### config.mk
export PLATFORM = sky130hd
export DESIGN_NAME = usb_rx_xfer_ctrl_flat
export DESIGN_NICKNAME = d
export VERILOG_FILES = /design/src/rtl/usb_rx_xfer_ctrl_if.sv /design/src/rtl/usb_rx_xfer_ctrl.sv /design/src/flat_wrapper.sv
export SDC_FILE = /design/constraint.sdc
export NUM_CORES = 1
export LEC_CHECK = 0
export CAP_MARGIN = 30
export CORE_UTILIZATION = 42
export DETAILED_ROUTE_END_ITERATION = 7
export PLACE_DENSITY = 0.69
export REMOVE_ABC_BUFFERS = 1
export SLEW_MARGIN = 25
export SYNTH_ARGS = -nofsm -noshare
export SYNTH_HDL_FRONTEND = slang
export SYNTH_SLANG_ARGS = --single-unit
### constraint.sdc
create_clock -name clk -period 2.15 [get_ports clk]
set_clock_uncertainty 0.05 [all_clocks]
set_input_delay 0.43 -clock clk [delete_from_list [all_inputs] [get_ports clk]]
set_output_delay 0.43 -clock clk [all_outputs]
set_load 0.1 [all_outputs]
### src/rtl/usb_rx_xfer_ctrl_if.sv
// usb_rx_xfer_ctrl_if
//   Bundles the signals between the device transaction controller and its
//   neighbours (RX packet FSM, TX encoder, host register block).
//
//   Handshake (controller <-> TX encoder): tx_start is a one-cycle request
//   with tx_packet valid in the same cycle; tx_packet then stays stable until
//   the encoder answers with a one-cycle tx_done pulse after the EOP.
//   The controller only listens for tx_done once it has left the start cycle.
//
//   modport master : the controller (usb_rx_xfer_ctrl)
//   modport slave  : the surrounding logic / testbench
//   state_dbg      : current controller state, for observation only
interface usb_rx_xfer_ctrl_if;
  logic [2:0] rx_packet;
  logic       tx_ready;
  logic       host_rx_ack;
  logic       host_err_clr;
  logic       stall_req;
  logic       tx_done;
  logic       tx_start;
  logic [2:0] tx_packet;
  logic       rx_buf_en;
  logic       clear_buffer;
  logic       d_mode;
  logic       rx_data_ready;
  logic       tx_data_sent;
  logic       error;
  logic [2:0] state_dbg;

  modport master (
    input  rx_packet, tx_ready, host_rx_ack, host_err_clr, stall_req, tx_done,
    output tx_start, tx_packet, rx_buf_en, clear_buffer, d_mode,
           rx_data_ready, tx_data_sent, error, state_dbg
  );

  modport slave (
    output rx_packet, tx_ready, host_rx_ack, host_err_clr, stall_req, tx_done,
    input  tx_start, tx_packet, rx_buf_en, clear_buffer, d_mode,
           rx_data_ready, tx_data_sent, error, state_dbg
  );
endinterface

### src/rtl/usb_rx_xfer_ctrl.sv
// usb_rx_xfer_ctrl
//   Device-side USB transaction controller. Turns RX packet codes into the
//   device response (ACK / NAK / DATA / STALL), gates RX buffer writes,
//   drives the TX encoder via tx_start/tx_done and enforces a handshake
//   timeout of TIMEOUT_CYCLES clocks.
//
//   Ports:
//     clk    rising-edge clock
//     n_rst  asynchronous active-low reset
//     bus    usb_rx_xfer_ctrl_if.master (all packet/handshake/host signals)
//
//   Optional feature: define USB_STALL_EN to honour stall_req (STALL replies
//   to IN, forced NAK for OUT). Without it stall_req is ignored.
module usb_rx_xfer_ctrl #(
  parameter int TIMEOUT_CYCLES = 1024
) (
  input  logic               clk,
  input  logic               n_rst,
  usb_rx_xfer_ctrl_if.master bus
);
  localparam int TW = $clog2(TIMEOUT_CYCLES);
  localparam logic [TW-1:0] T_LAST = TW'(TIMEOUT_CYCLES - 1);

  localparam logic [2:0] RX_DATA = 3'd1;
  localparam logic [2:0] RX_OUT  = 3'd2;
  localparam logic [2:0] RX_IN   = 3'd3;
  localparam logic [2:0] RX_ACK  = 3'd4;
  localparam logic [2:0] RX_BAD  = 3'd6;

  localparam logic [2:0] TX_NONE  = 3'd0;
  localparam logic [2:0] TX_DATA  = 3'd1;
  localparam logic [2:0] TX_ACK   = 3'd2;
  localparam logic [2:0] TX_NAK   = 3'd3;
  localparam logic [2:0] TX_STALL = 3'd4;

  typedef enum logic [2:0] {
    IDLE, OUT_WAIT, HS_START, HS_BUSY, IN_START, IN_BUSY, IN_WAIT_ACK
  } state_t;

  state_t        state, next_state;
  logic [2:0]    rx_prev;
  logic          nak_pending, nak_pending_n;
  logic [TW-1:0] timer;
  logic [2:0]    tx_packet_r, tx_packet_n;
  logic          rx_data_ready_r, error_r, clear_buffer_r, tx_data_sent_r;
  logic          set_rdy, set_err, clr_buf, data_sent;
  logic          stall, evt, in_wait, timeout;

`ifdef USB_STALL_EN
  assign stall = bus.stall_req;
`else
  logic unused_stall_req;
  assign unused_stall_req = bus.stall_req;
  assign stall = 1'b0;
`endif

  // A packet code counts once: only when it is non-idle and differs from
  // the previous cycle's code.
  assign evt     = (bus.rx_packet != 3'd0) && (bus.rx_packet != rx_prev);
  assign in_wait = (state == OUT_WAIT) || (state == IN_WAIT_ACK);
  assign timeout = in_wait && (timer == T_LAST);

  always_comb begin
    next_state    = state;
    tx_packet_n   = tx_packet_r;
    nak_pending_n = nak_pending;
    set_rdy       = 1'b0;
    set_err       = 1'b0;
    clr_buf       = 1'b0;
    data_sent     = 1'b0;
    case (state)
      IDLE: begin
        if (evt) begin
          if (bus.rx_packet == RX_OUT) begin
            next_state    = OUT_WAIT;
            nak_pending_n = rx_data_ready_r | stall;
          end else if (bus.rx_packet == RX_IN) begin
            if (stall) begin
              next_state  = HS_START;
              tx_packet_n = TX_STALL;
            end else if (bus.tx_ready) begin
              next_state  = IN_START;
              tx_packet_n = TX_DATA;
            end else begin
              next_state  = HS_START;
              tx_packet_n = TX_NAK;
            end
          end else if (bus.rx_packet == RX_BAD) begin
            set_err = 1'b1;
          end
        end
      end
      OUT_WAIT: begin
        if (evt && bus.rx_packet == RX_DATA) begin
          next_state  = HS_START;
          tx_packet_n = nak_pending ? TX_NAK : TX_ACK;
          set_rdy     = !nak_pending;
        end else if ((evt && (bus.rx_packet == RX_BAD || bus.rx_packet == RX_OUT ||
                              bus.rx_packet == RX_IN)) || timeout) begin
          // Buffer only holds partial data if we were accepting it.
          next_state = IDLE;
          set_err    = 1'b1;
          clr_buf    = !nak_pending;
        end
      end
      HS_START: next_state = HS_BUSY;
      HS_BUSY:  if (bus.tx_done) next_state = IDLE;
      IN_START: next_state = IN_BUSY;
      IN_BUSY:  if (bus.tx_done) next_state = IN_WAIT_ACK;
      IN_WAIT_ACK: begin
        if (evt) begin
          next_state = IDLE;
          if (bus.rx_packet == RX_ACK) data_sent = 1'b1;
          else                         set_err   = 1'b1;
        end else if (timeout) begin
          next_state = IDLE;
          set_err    = 1'b1;
        end
      end
      default: next_state = IDLE;
    endcase
    if (next_state == IDLE) tx_packet_n = TX_NONE;
  end

  always_ff @(posedge clk or negedge n_rst) begin
    if (!n_rst) begin
      state           <= IDLE;
      rx_prev         <= 3'd0;
      nak_pending     <= 1'b0;
      timer           <= '0;
      tx_packet_r     <= TX_NONE;
      rx_data_ready_r <= 1'b0;
      error_r         <= 1'b0;
      clear_buffer_r  <= 1'b0;
      tx_data_sent_r  <= 1'b0;
    end else begin
      state          <= next_state;
      rx_prev        <= bus.rx_packet;
      nak_pending    <= nak_pending_n;
      // Wait states are only entered from non-wait states, so the timer is
      // always zero on entry; the state exits on timeout, so no wrap.
      timer          <= in_wait ? timer + 1'b1 : '0;
      tx_packet_r    <= tx_packet_n;
      clear_buffer_r <= clr_buf;
      tx_data_sent_r <= data_sent;
      if (set_rdy)              rx_data_ready_r <= 1'b1;
      else if (bus.host_rx_ack) rx_data_ready_r <= 1'b0;
      if (set_err)               error_r <= 1'b1;
      else if (bus.host_err_clr) error_r <= 1'b0;
    end
  end

  assign bus.tx_start      = (state == HS_START) || (state == IN_START);
  assign bus.tx_packet     = tx_packet_r;
  assign bus.rx_buf_en     = (state == OUT_WAIT) && !nak_pending;
  assign bus.clear_buffer  = clear_buffer_r;
  assign bus.d_mode        = (state == HS_START) || (state == HS_BUSY) ||
                             (state == IN_START) || (state == IN_BUSY);
  assign bus.rx_data_ready = rx_data_ready_r;
  assign bus.tx_data_sent  = tx_data_sent_r;
  assign bus.error         = error_r;
  assign bus.state_dbg     = state;
endmodule

### src/flat_wrapper.sv
// flat-port wrapper written by rule: the top's interface ports become plain ports
module usb_rx_xfer_ctrl_flat 
#(
  parameter int TIMEOUT_CYCLES = 1024
)
  (clk, n_rst, bus_rx_packet, bus_tx_ready, bus_host_rx_ack, bus_host_err_clr, bus_stall_req, bus_tx_done, bus_tx_start, bus_tx_packet, bus_rx_buf_en, bus_clear_buffer, bus_d_mode, bus_rx_data_ready, bus_tx_data_sent, bus_error, bus_state_dbg);
  usb_rx_xfer_ctrl_if bus_i ();
  input  logic clk;
  input  logic n_rst;
  input wire logic [$bits(bus_i.rx_packet)-1:0] bus_rx_packet;
  input wire logic [$bits(bus_i.tx_ready)-1:0] bus_tx_ready;
  input wire logic [$bits(bus_i.host_rx_ack)-1:0] bus_host_rx_ack;
  input wire logic [$bits(bus_i.host_err_clr)-1:0] bus_host_err_clr;
  input wire logic [$bits(bus_i.stall_req)-1:0] bus_stall_req;
  input wire logic [$bits(bus_i.tx_done)-1:0] bus_tx_done;
  output wire logic [$bits(bus_i.tx_start)-1:0] bus_tx_start;
  output wire logic [$bits(bus_i.tx_packet)-1:0] bus_tx_packet;
  output wire logic [$bits(bus_i.rx_buf_en)-1:0] bus_rx_buf_en;
  output wire logic [$bits(bus_i.clear_buffer)-1:0] bus_clear_buffer;
  output wire logic [$bits(bus_i.d_mode)-1:0] bus_d_mode;
  output wire logic [$bits(bus_i.rx_data_ready)-1:0] bus_rx_data_ready;
  output wire logic [$bits(bus_i.tx_data_sent)-1:0] bus_tx_data_sent;
  output wire logic [$bits(bus_i.error)-1:0] bus_error;
  output wire logic [$bits(bus_i.state_dbg)-1:0] bus_state_dbg;
  assign bus_i.rx_packet = bus_rx_packet;
  assign bus_i.tx_ready = bus_tx_ready;
  assign bus_i.host_rx_ack = bus_host_rx_ack;
  assign bus_i.host_err_clr = bus_host_err_clr;
  assign bus_i.stall_req = bus_stall_req;
  assign bus_i.tx_done = bus_tx_done;
  assign bus_tx_start = bus_i.tx_start;
  assign bus_tx_packet = bus_i.tx_packet;
  assign bus_rx_buf_en = bus_i.rx_buf_en;
  assign bus_clear_buffer = bus_i.clear_buffer;
  assign bus_d_mode = bus_i.d_mode;
  assign bus_rx_data_ready = bus_i.rx_data_ready;
  assign bus_tx_data_sent = bus_i.tx_data_sent;
  assign bus_error = bus_i.error;
  assign bus_state_dbg = bus_i.state_dbg;
  usb_rx_xfer_ctrl #(.TIMEOUT_CYCLES(TIMEOUT_CYCLES)) u_core (.clk(clk), .n_rst(n_rst), .bus(bus_i));
endmodule
==> flow_summary.toml, run 1 <==
[status]
status = "completed"

[power]
p_total_uw = 2360
p_leak_uw = 0.000782
p_seq_share_pct = 25.4
peakVddDrop_uv = 1440
pwr-share-clk_pct = 8.4
power.density_nw_per_um2 = 1340
p_comb_share_pct = 66.2
power.switching_uw = 1250
intPower_uw = 1110
swShare_pct = 53.1

[synthesis]
yosys.area.top_type = "dfrtp_1"
ys_warn_count = 0
avgSynthCellArea_um2 = 9.37
yosys.cell_types.count = 47
synth_cells = 145
synth_edf_count = 0
synthTopCellsByArea = "dfrtp_1 (42%), xor2_1 (4.5%), nand2_1 (4.4%)"
synth-seq-cells = 23
synth_ff_type = "dfrtp_1"
netlist.area_leader.share_pct = 42.4
ys_seq_area_share_pct = 42.4
async_reset_ff_share_pct = 100
synth_area_um2 = 1360

[worst_setup_path]
cp.arrival_ns = 1.55
worstSetupPathType = "flip-flop to primary output"
r2r_slack_ns = 0.29
endpoint = "bus_tx_start"
cp_max_fo = 7
startpoint = "u_core.bus.state_dbg[2]$_DFF_PN0_"
reg2reg_to = "u_core.bus.tx_packet[1]$_DFFE_PN0P_"
reg2reg_from = "u_core.timer[0]$_DFF_PN0_"
cp_data_required_time_ns = 1.67
start_kind = "flip-flop"
reg2reg_depth = 7
end_kind = "primary output"

[cts]
cts_buffer_depth = 2
post_cts_buffers = 0
cts_hold_buf = 0
clk_pin_slew_ns = 0.13
clkLatencyLatePin_ns = 0.31
clock-sinks = 23
numCtsBuffers = 3
clockRootBuffer = "clkbuf_4"
htreeDepth = 1
cts_tree = "yes"

[sta]
whs_ns = 0.392
min_period_over_period_pct = 94.5
final_max_slew_viol_count = 0
fmax_ghz = 0.492
setup_viol = 0
rsz0062_at_grt = "false"
period_needed_ns = 2.03
setup_ws_ns = 0.119
hold_viol_final = 0

[global_route]
grt_pass1_wl_um = 4850
antenna_found_initial = 0
grt_max_degree = 24
grt_pass1_vias = 1103
overflow = 0
grt.total_usage_pct = 18.5

[drt]
wl_met2_um = 1490
wl_per_cell_um = 13.4
drt_pass1_iterations = 4
drt_iter0_markers = 89
routed-wl-met3_um = 102
wl_um = 2960
antenna_left = 0
wirelength_met1_um = 1320
drcViolationCount = 0
viasPerCell = 5.14
maxUsedRoutingLayer = "met4"
vias = 1136

[layout]
final_util_pct = 57.5
layout_common_cells = "buf_4 (23), dfrtp_1 (23), nand2_1 (16), nor2_1 (14), clkdlybuf4s50_1 (8)"
fillers = 281
final_cell_area_um2 = 1760
antenna_cells = 0
area_delta_synth_final_pct = 29.2
final_nets = 189
drive_gt1_share_pct = 24.3

[floorplanning]
design.core.area_um2 = 3050
num_io_pins = 23
start_util_pct = 44.5
die_h_um = 58.9
die_w_um = 58.9
fp-row-count = 20
dieArea_um2 = 3470

[place]
gp_congestion = 0.830
pre_cts_ws_ns = -0.0577
placed_cell_area_um2 = 1720
dpl.hpwl_um = 2310
port_buffers = 20

[flow_run]
maxCapViolations = 0

[min_path]
min_path_type = "input pin to async pin"
==> flip-flops by register name, indices dropped and copies added (netlist names) <==
register                  flops
u_core.bus.state_dbg          3
u_core.nak_pending            1
u_core.bus.tx_packet          2
u_core.timer                 10
u_core.bus.tx_data_sent       1
u_core.bus.rx_data_ready      1
u_core.bus.error              1
u_core.bus.clear_buffer       1
u_core.rx_prev                3
==> cell families (layout without fill, tap and decap cells) <==
logic type	Yosys count	count (layout)	share of synthesized area (%)
other	1	1	0.276
muxes	4	4	3.04
and+or+nand+nor	64	64	26.4
xor gates and xnor gates	10	10	7.00
buffers and inverters	15	47	6.26
AOI/OAI and AO/OA	27	27	13.7
adders and majority gates	1	1	0.921
DFF	23	23	42.4
==> worst max-delay path: stages (launching register included) <==
cell and delay (ns):
dfrtp_1 0.44, buf_4 0.18, xor2_1 0.21, nor2b_2 0.23, buf_12 0.19
==> cell usage after synthesis (2+ instances only) <==
| master | count |
|---|---|
| nor4_1 | 3 |
| o21ai_0 | 6 |
| dfrtp_1 | 23 |
| buf_6 | 2 |
| or3_1 | 2 |
| xor2_1 | 7 |
| nand2b_1 | 4 |
| mux2i_1 | 3 |
| buf_2 | 5 |
| nor2_1 | 15 |
| o21ai_1 | 2 |
| a21oi_1 | 6 |
| inv_1 | 6 |
| buf_4 | 2 |
| nor3_1 | 3 |
| xnor2_1 | 2 |
| nor2b_1 | 3 |
| and3_1 | 2 |
| nand2_1 | 16 |
| nand3b_1 | 3 |
| nand3_1 | 4 |
==> metrics by stage <==
stage / cells / TNS (ns)
after floorplan: 136 / -6.23
after global placement: 217 / -0.173
after detailed placement: 217 / -0.200
after CTS: 221 / 0
after global routing: 221 / 0
final: 221 / 0
==> repair_timing <==
action                                  in CTS  in global routing
endpoints found under the setup margin       0                  2
gates resized for setup                      0                  2
hold endpoints to repair                     0                  0
==> power groups by stage <==
stage,Combinational (uW),Clock (uW),Sequential [uW]
2_1_floorplan,583,0,1010
3_3_place_gp,1540,0,595
3_5_place_dp,1560,0,604
4_1_cts,1560,205,594
5_1_grt,1640,218,609
6_report,1560,198,599
==> per-layer routing <==
layer,vias up,track usage [%]
met3,6,3.08
met5,-,0
met1,542,24.8
met4,0,6.80
li1,567,-
met2,21,30.2
==> layout make-up <==
cell class | instances | area [um^2] | area share (%)
Multi-Input combinational cell | 107 | 703 | 40.1
Sequential cell | 23 | 576 | 32.8
Timing Repair Buffer | 37 | 373 | 21.2
Tap cell | 44 | 55.1 | 3.14
Clock buffer | 4 | 26.3 | 1.50
Inverter | 6 | 22.5 | 1.28
==> worst min-delay path by stage <==
stage | from | end | slack, ns | cells after the start
2_1_floorplan | n_rst | u_core.bus.clear_buffer$_DFF_PN0_ | 0.08 | 0
3_3_place_gp | u_core.nak_pending$_DFFE_PN0P_ | u_core.bus.clear_buffer$_DFF_PN0_ | 0.41 | 1
3_5_place_dp | u_core.nak_pending$_DFFE_PN0P_ | u_core.bus.clear_buffer$_DFF_PN0_ | 0.44 | 1
4_1_cts | n_rst | u_core.bus.clear_buffer$_DFF_PN0_ | 0.41 | 2
5_1_grt | n_rst | u_core.nak_pending$_DFFE_PN0P_ | 0.41 | 2
6_report | n_rst | u_core.bus.clear_buffer$_DFF_PN0_ | 0.39 | 2
No activity file was read; power rests on OpenSTA's default activity.
==> run 2: changes to the inputs <==
--- a/config.mk
+++ b/config.mk
@@ -6,6 +6,7 @@
 export NUM_CORES = 1
 export LEC_CHECK = 0
 export CAP_MARGIN = 30
+export CORE_MARGIN = 5
 export CORE_UTILIZATION = 42
 export DETAILED_ROUTE_END_ITERATION = 7
 export PLACE_DENSITY = 0.69
@@ -14,3 +15,4 @@
 export SYNTH_ARGS = -nofsm -noshare
 export SYNTH_HDL_FRONTEND = slang
 export SYNTH_SLANG_ARGS = --single-unit
+export TNS_END_PERCENT = 30
==> flow_summary.toml, run 2 (same netlist as run 1, synthesis figures left out) <==
[power]
power.switching_uw = 1250
intPower_uw = 1090
swShare_pct = 53.6
p_comb_share_pct = 65.2
p_seq_share_pct = 26.2
peakVddDrop_uv = 1510
pwr-share-clk_pct = 8.6
p_leak_uw = 0.000766
power.density_nw_per_um2 = 1340

[floorplanning]
dieArea_um2 = 4470
die_h_um = 66.9
die_w_um = 66.9
design.core.area_um2 = 3080
num_io_pins = 23
fp-row-count = 20
start_util_pct = 44.1

[global_route]
grt_pass1_vias = 1168
overflow = 0
grt_pass1_wl_um = 5250
grt_max_degree = 24
grt.total_usage_pct = 15.2
antenna_found_initial = 0

[min_path]
min_path_type = "input pin to async pin"

[cts]
htreeDepth = 1
cts_hold_buf = 0
cts_tree = "yes"
clk_pin_slew_ns = 0.12
clock-sinks = 23
cts_buffer_depth = 2
clockRootBuffer = "clkbuf_4"
cts_resized = 3
post_cts_buffers = 0
numCtsBuffers = 3
clkLatencyLatePin_ns = 0.31

[place]
gp_congestion = 0.853
placed_cells = 214
port_buffers = 20
dpl.hpwl_um = 2320
pre_cts_ws_ns = -0.0678

[worst_setup_path]
critPathMaxStageDelay_ns = 0.52
end_kind = "primary output"
crit_chain = "nor2_2 -> nand2_1 -> nor2_2 -> buf_12"
reg2reg_to = "u_core.bus.tx_packet[0]$_DFFE_PN0P_"
path_buf_inv = 1
start_kind = "flip-flop"
cp_max_fo = 10
reg2reg_from = "u_core.timer[0]$_DFF_PN0_"
r2r_slack_ns = 0.29
cp_data_required_time_ns = 1.67
crit_slowest_cell = "dfrtp_2"
worstSetupPathType = "flip-flop to primary output"
path_common_cell = "nor2_2"
cp.arrival_ns = 1.57
reg2reg_depth = 7
cp_top_family = "simple AND/OR/NAND/NOR gates"

[drt]
drcViolationCount = 0
wl_per_cell_um = 13.6
drt_iter0_markers = 76
drt_pass1_iterations = 4
antenna_left = 0
vias = 1139
wl_um = 2970
viasPerCell = 5.22

[sta]
period_needed_ns = 2.05
final_max_slew_viol_count = 0
setup_viol = 0
setup_ws_ns = 0.104
hold_viol_final = 0
fmax_ghz = 0.489
min_period_over_period_pct = 95.2
fin_tns_setup_ns = 0
rsz0062_at_grt = "false"
whs_ns = 0.408

[status]
status = "completed"

[layout]
top_register = "u_core.timer"
largest_reg_flops = 10
finalNonFillerCells = 218
layout_common_cells = "dfrtp_1 (22), buf_4 (20), nand2_1 (16), nor2_1 (13), clkdlybuf4s50_1 (8)"
antenna_cells = 0
final_util_pct = 56.7
final_nets = 186
layout_commonest_cell = "dfrtp_1"
drive_gt1_share_pct = 24.7
area_delta_synth_final_pct = 28.4

[flow_run]
maxCapViolations = 0
run 2: changes by cell type in the layout (fill, tap and decap cells not counted):
cell,delta
buf_4,-3
dfrtp_1,-1
dfrtp_2,+1
nor2_1,-1
nor2_2,+1
xor2_1,-1
xor2_2,+1
run 2: cell type report:
cell class                      count  area, um^2
Multi-Input combinational cell    107         713
Clock buffer                        4        26.3
Timing Repair Buffer               34         350
Tap cell                           44        55.1
Inverter                            6        22.5
Sequential cell                    23         577
Fill cell                         270        1330
run 2: metrics by stage:
step	total power (uW)	cell area [um^2]
global route	2460	1740
finish	2340	1740
floorplan	1590	1300
detailed placement	2130	1700
CTS	2350	1740
global placement	2100	1700
run 2: power by group through the flow:
stage / sequential, uW / combinational, uW / clock [uW]
6_report: 613 / 1520 / 201
5_1_grt: 629 / 1600 / 232
4_1_cts: 611 / 1530 / 210
3_5_place_dp: 612 / 1510 / 0
3_3_place_gp: 604 / 1500 / 0
2_1_floorplan: 1010 / 583 / 0
run 2: how the worst max path moves through the flow:
stage / start / endpoint / slack [ns] / cells after the start
final: u_core.bus.state_dbg[2]$_DFF_PN0_ / bus_rx_buf_en / 0.10 / 4
after detailed placement: bus_rx_packet[1] / u_core.bus.tx_packet[1]$_DFFE_PN0P_ / -0.07 / 7
after global routing: u_core.bus.state_dbg[2]$_DFF_PN0_ / bus_rx_buf_en / 0.03 / 4
after global placement: bus_rx_packet[0] / u_core.bus.tx_packet[0]$_DFFE_PN0P_ / -0.05 / 8
after CTS: u_core.bus.state_dbg[2]$_DFF_PN0_ / bus_rx_buf_en / 0.03 / 4
after floorplan: u_core.bus.state_dbg[1]$_DFF_PN0_ / bus_tx_start / -2.36 / 2
run 2: per-layer routing:
layer	share of wire (%)	vias up	global-route usage, %	wire length, um
met1	45	557	19.1	1320
met5	0	-	0	0
li1	-	562	-	-
met3	3.3	4	3.04	99
met2	51	16	26.1	1520
met4	1.1	0	4.56	32
==> run 3: changes to the inputs <==
--- a/config.mk
+++ b/config.mk
@@ -9,8 +9,10 @@
 export CORE_MARGIN = 5
 export CORE_UTILIZATION = 42
 export DETAILED_ROUTE_END_ITERATION = 7
+export GPL_TIMING_DRIVEN = 0
 export PLACE_DENSITY = 0.69
 export REMOVE_ABC_BUFFERS = 1
+export SKIP_LAST_GASP = 1
 export SLEW_MARGIN = 25
 export SYNTH_ARGS = -nofsm -noshare
 export SYNTH_HDL_FRONTEND = slang
==> flow_summary.toml, run 3 (same netlist as run 1, synthesis figures left out) <==
[place]
pre_cts_ws_ns = -0.603
gp_congestion = 0.836
port_buffers = 20
placed_cells = 201
dpl.hpwl_um = 2170

[sta]
slew_headroom_pct = 35.1
rsz0062_at_grt = "true"
setup_viol = 6
setup_ws_ns = -0.131
whs_ns = 0.395
fmax_ghz = 0.438
final_max_slew_viol_count = 0
min_period_over_period_pct = 106
tightestPinTransition_ns = 0.971
period_needed_ns = 2.28
hold_viol_final = 0

[layout]
top_register = "u_core.timer"
largest_reg_flops = 10
drive_gt1_share_pct = 11.2
finalNonFillerCells = 205
layout_commonest_cell = "dfrtp_1"
final_nets = 173
fillers = 306
regArea_um2 = 576
antenna_cells = 0
multi_input_area_um2 = 701
layout_common_cells = "dfrtp_1 (23), nand2_1 (16), nor2_1 (14), clkdlybuf4s50_1 (11), xor2_1 (7)"
area_delta_synth_final_pct = 16.4

[power]
power.switching_uw = 1190
intPower_uw = 853
power.density_nw_per_um2 = 1290
peakVddDrop_uv = 1200
p_seq_share_pct = 30.7
p_comb_share_pct = 59.6
p_leak_uw = 0.000713
pwr-share-clk_pct = 9.7
swShare_pct = 58.1

[cts]
cts_buffer_depth = 2
numCtsBuffers = 3
clk_pin_slew_ns = 0.12
htreeDepth = 1
clkLatencyLatePin_ns = 0.31
cts_tree = "yes"
post_cts_buffers = 0
clockRootBuffer = "clkbuf_4"
clock-sinks = 23

[floorplanning]
dieArea_um2 = 4470
design.core.area_um2 = 3080
die_w_um = 66.9
die_h_um = 66.9
start_util_pct = 44.1
num_io_pins = 23
fp-row-count = 20

[worst_setup_path]
path_buf_inv = 1
crit_slowest_cell = "clkdlybuf4s50_1"
cp_max_fo = 2
crit_chain = "clkdlybuf4s50_1"
reg2reg_from = "u_core.timer[0]$_DFF_PN0_"
startpoint = "u_core.bus.tx_packet[0]$_DFFE_PN0P_"
cp_data_required_time_ns = 1.67
end_kind = "primary output"
worstSetupPathType = "flip-flop to primary output"
cp_top_family = "buffers and inverters"
critPathMaxStageDelay_ns = 1.13
cp.arrival_ns = 1.80
start_kind = "flip-flop"

[flow_run]
maxCapViolations = 0

[drt]
viasPerCell = 5.31
wl_um = 2850
drt_iter0_markers = 87
wl_per_cell_um = 13.9
antenna_left = 0
drcViolationCount = 0
vias = 1088
drt_pass1_iterations = 4

[global_route]
overflow = 0
grt_max_degree = 14
grt_pass1_vias = 1052
grt.total_usage_pct = 14.2
antenna_found_initial = 0
grt_pass1_wl_um = 4890

[min_path]
min_path_type = "input pin to async pin"

[status]
violations = "setup timing"
status = "finished, violations left"
run 3: repair_timing:
action / 4_1_cts / 5_1_grt
endpoints found under the setup margin: 12 / 15
cloned: 0 / 0
hold buffers: 0 / 0
gates resized for setup: 21 / 5
run 3: final cells by class:
| type | count | share of cell area (%) |
|---|---|---|
| multi-input cells | 107 | 44.3 |
| flip-flops and latches | 23 | 36.4 |
| repair buffers | 21 | 12.7 |
| well taps | 44 | 3.48 |
| clock buffers | 4 | 1.66 |
| inverters | 6 | 1.42 |
run 3: stage by stage:
step	power, uW	area, um^2	setup TNS (ns)	utilization [%]
3_3_place_gp	1870	1550	-2.56	50.4
3_5_place_dp	1890	1570	-2.76	50.9
6_report	2040	1580	-0.599	51.4
4_1_cts	2060	1580	-1.28	51.3
5_1_grt	2140	1580	-1.45	51.4
2_1_floorplan	1590	1300	-6.23	-
run 3: path summary, 6_finish.rpt:
check | endpoint | slack, ns | cells after the start
max in group asynchronous | u_core.bus.rx_data_ready$_DFFE_PN0P_ | 1.20 | 2
max | bus_tx_packet[0] | -0.13 | 1
min | u_core.timer[0]$_DFF_PN0_ | 0.40 | 1
min in group clk | u_core.bus.clear_buffer$_DFF_PN0_ | 0.43 | 1
min reg2reg | u_core.bus.clear_buffer$_DFF_PN0_ | 0.43 | 1
max reg2reg | u_core.bus.tx_packet[1]$_DFFE_PN0P_ | 0.25 | 7
run 3: power groups by stage:
stage | Combinational, uW | Sequential (uW) | Clock [uW]
final | 1220 | 625 | 198
after CTS | 1230 | 624 | 210
after detailed placement | 1260 | 633 | 0
after floorplan | 583 | 1010 | 0
after global placement | 1250 | 627 | 0
after global routing | 1270 | 641 | 227
run 3: routing by layer:
layer  track usage [%]  share of wire [%]  wire length, um  vias to the layer above
met4              5.32                1.1               31                        0
met5                 0                  0                0                        -
met1              18.9                 44             1250                      535
met3              2.02                3.6              104                        4
met2              23.0                 51             1460                       17
li1                  -                  -                -                      532
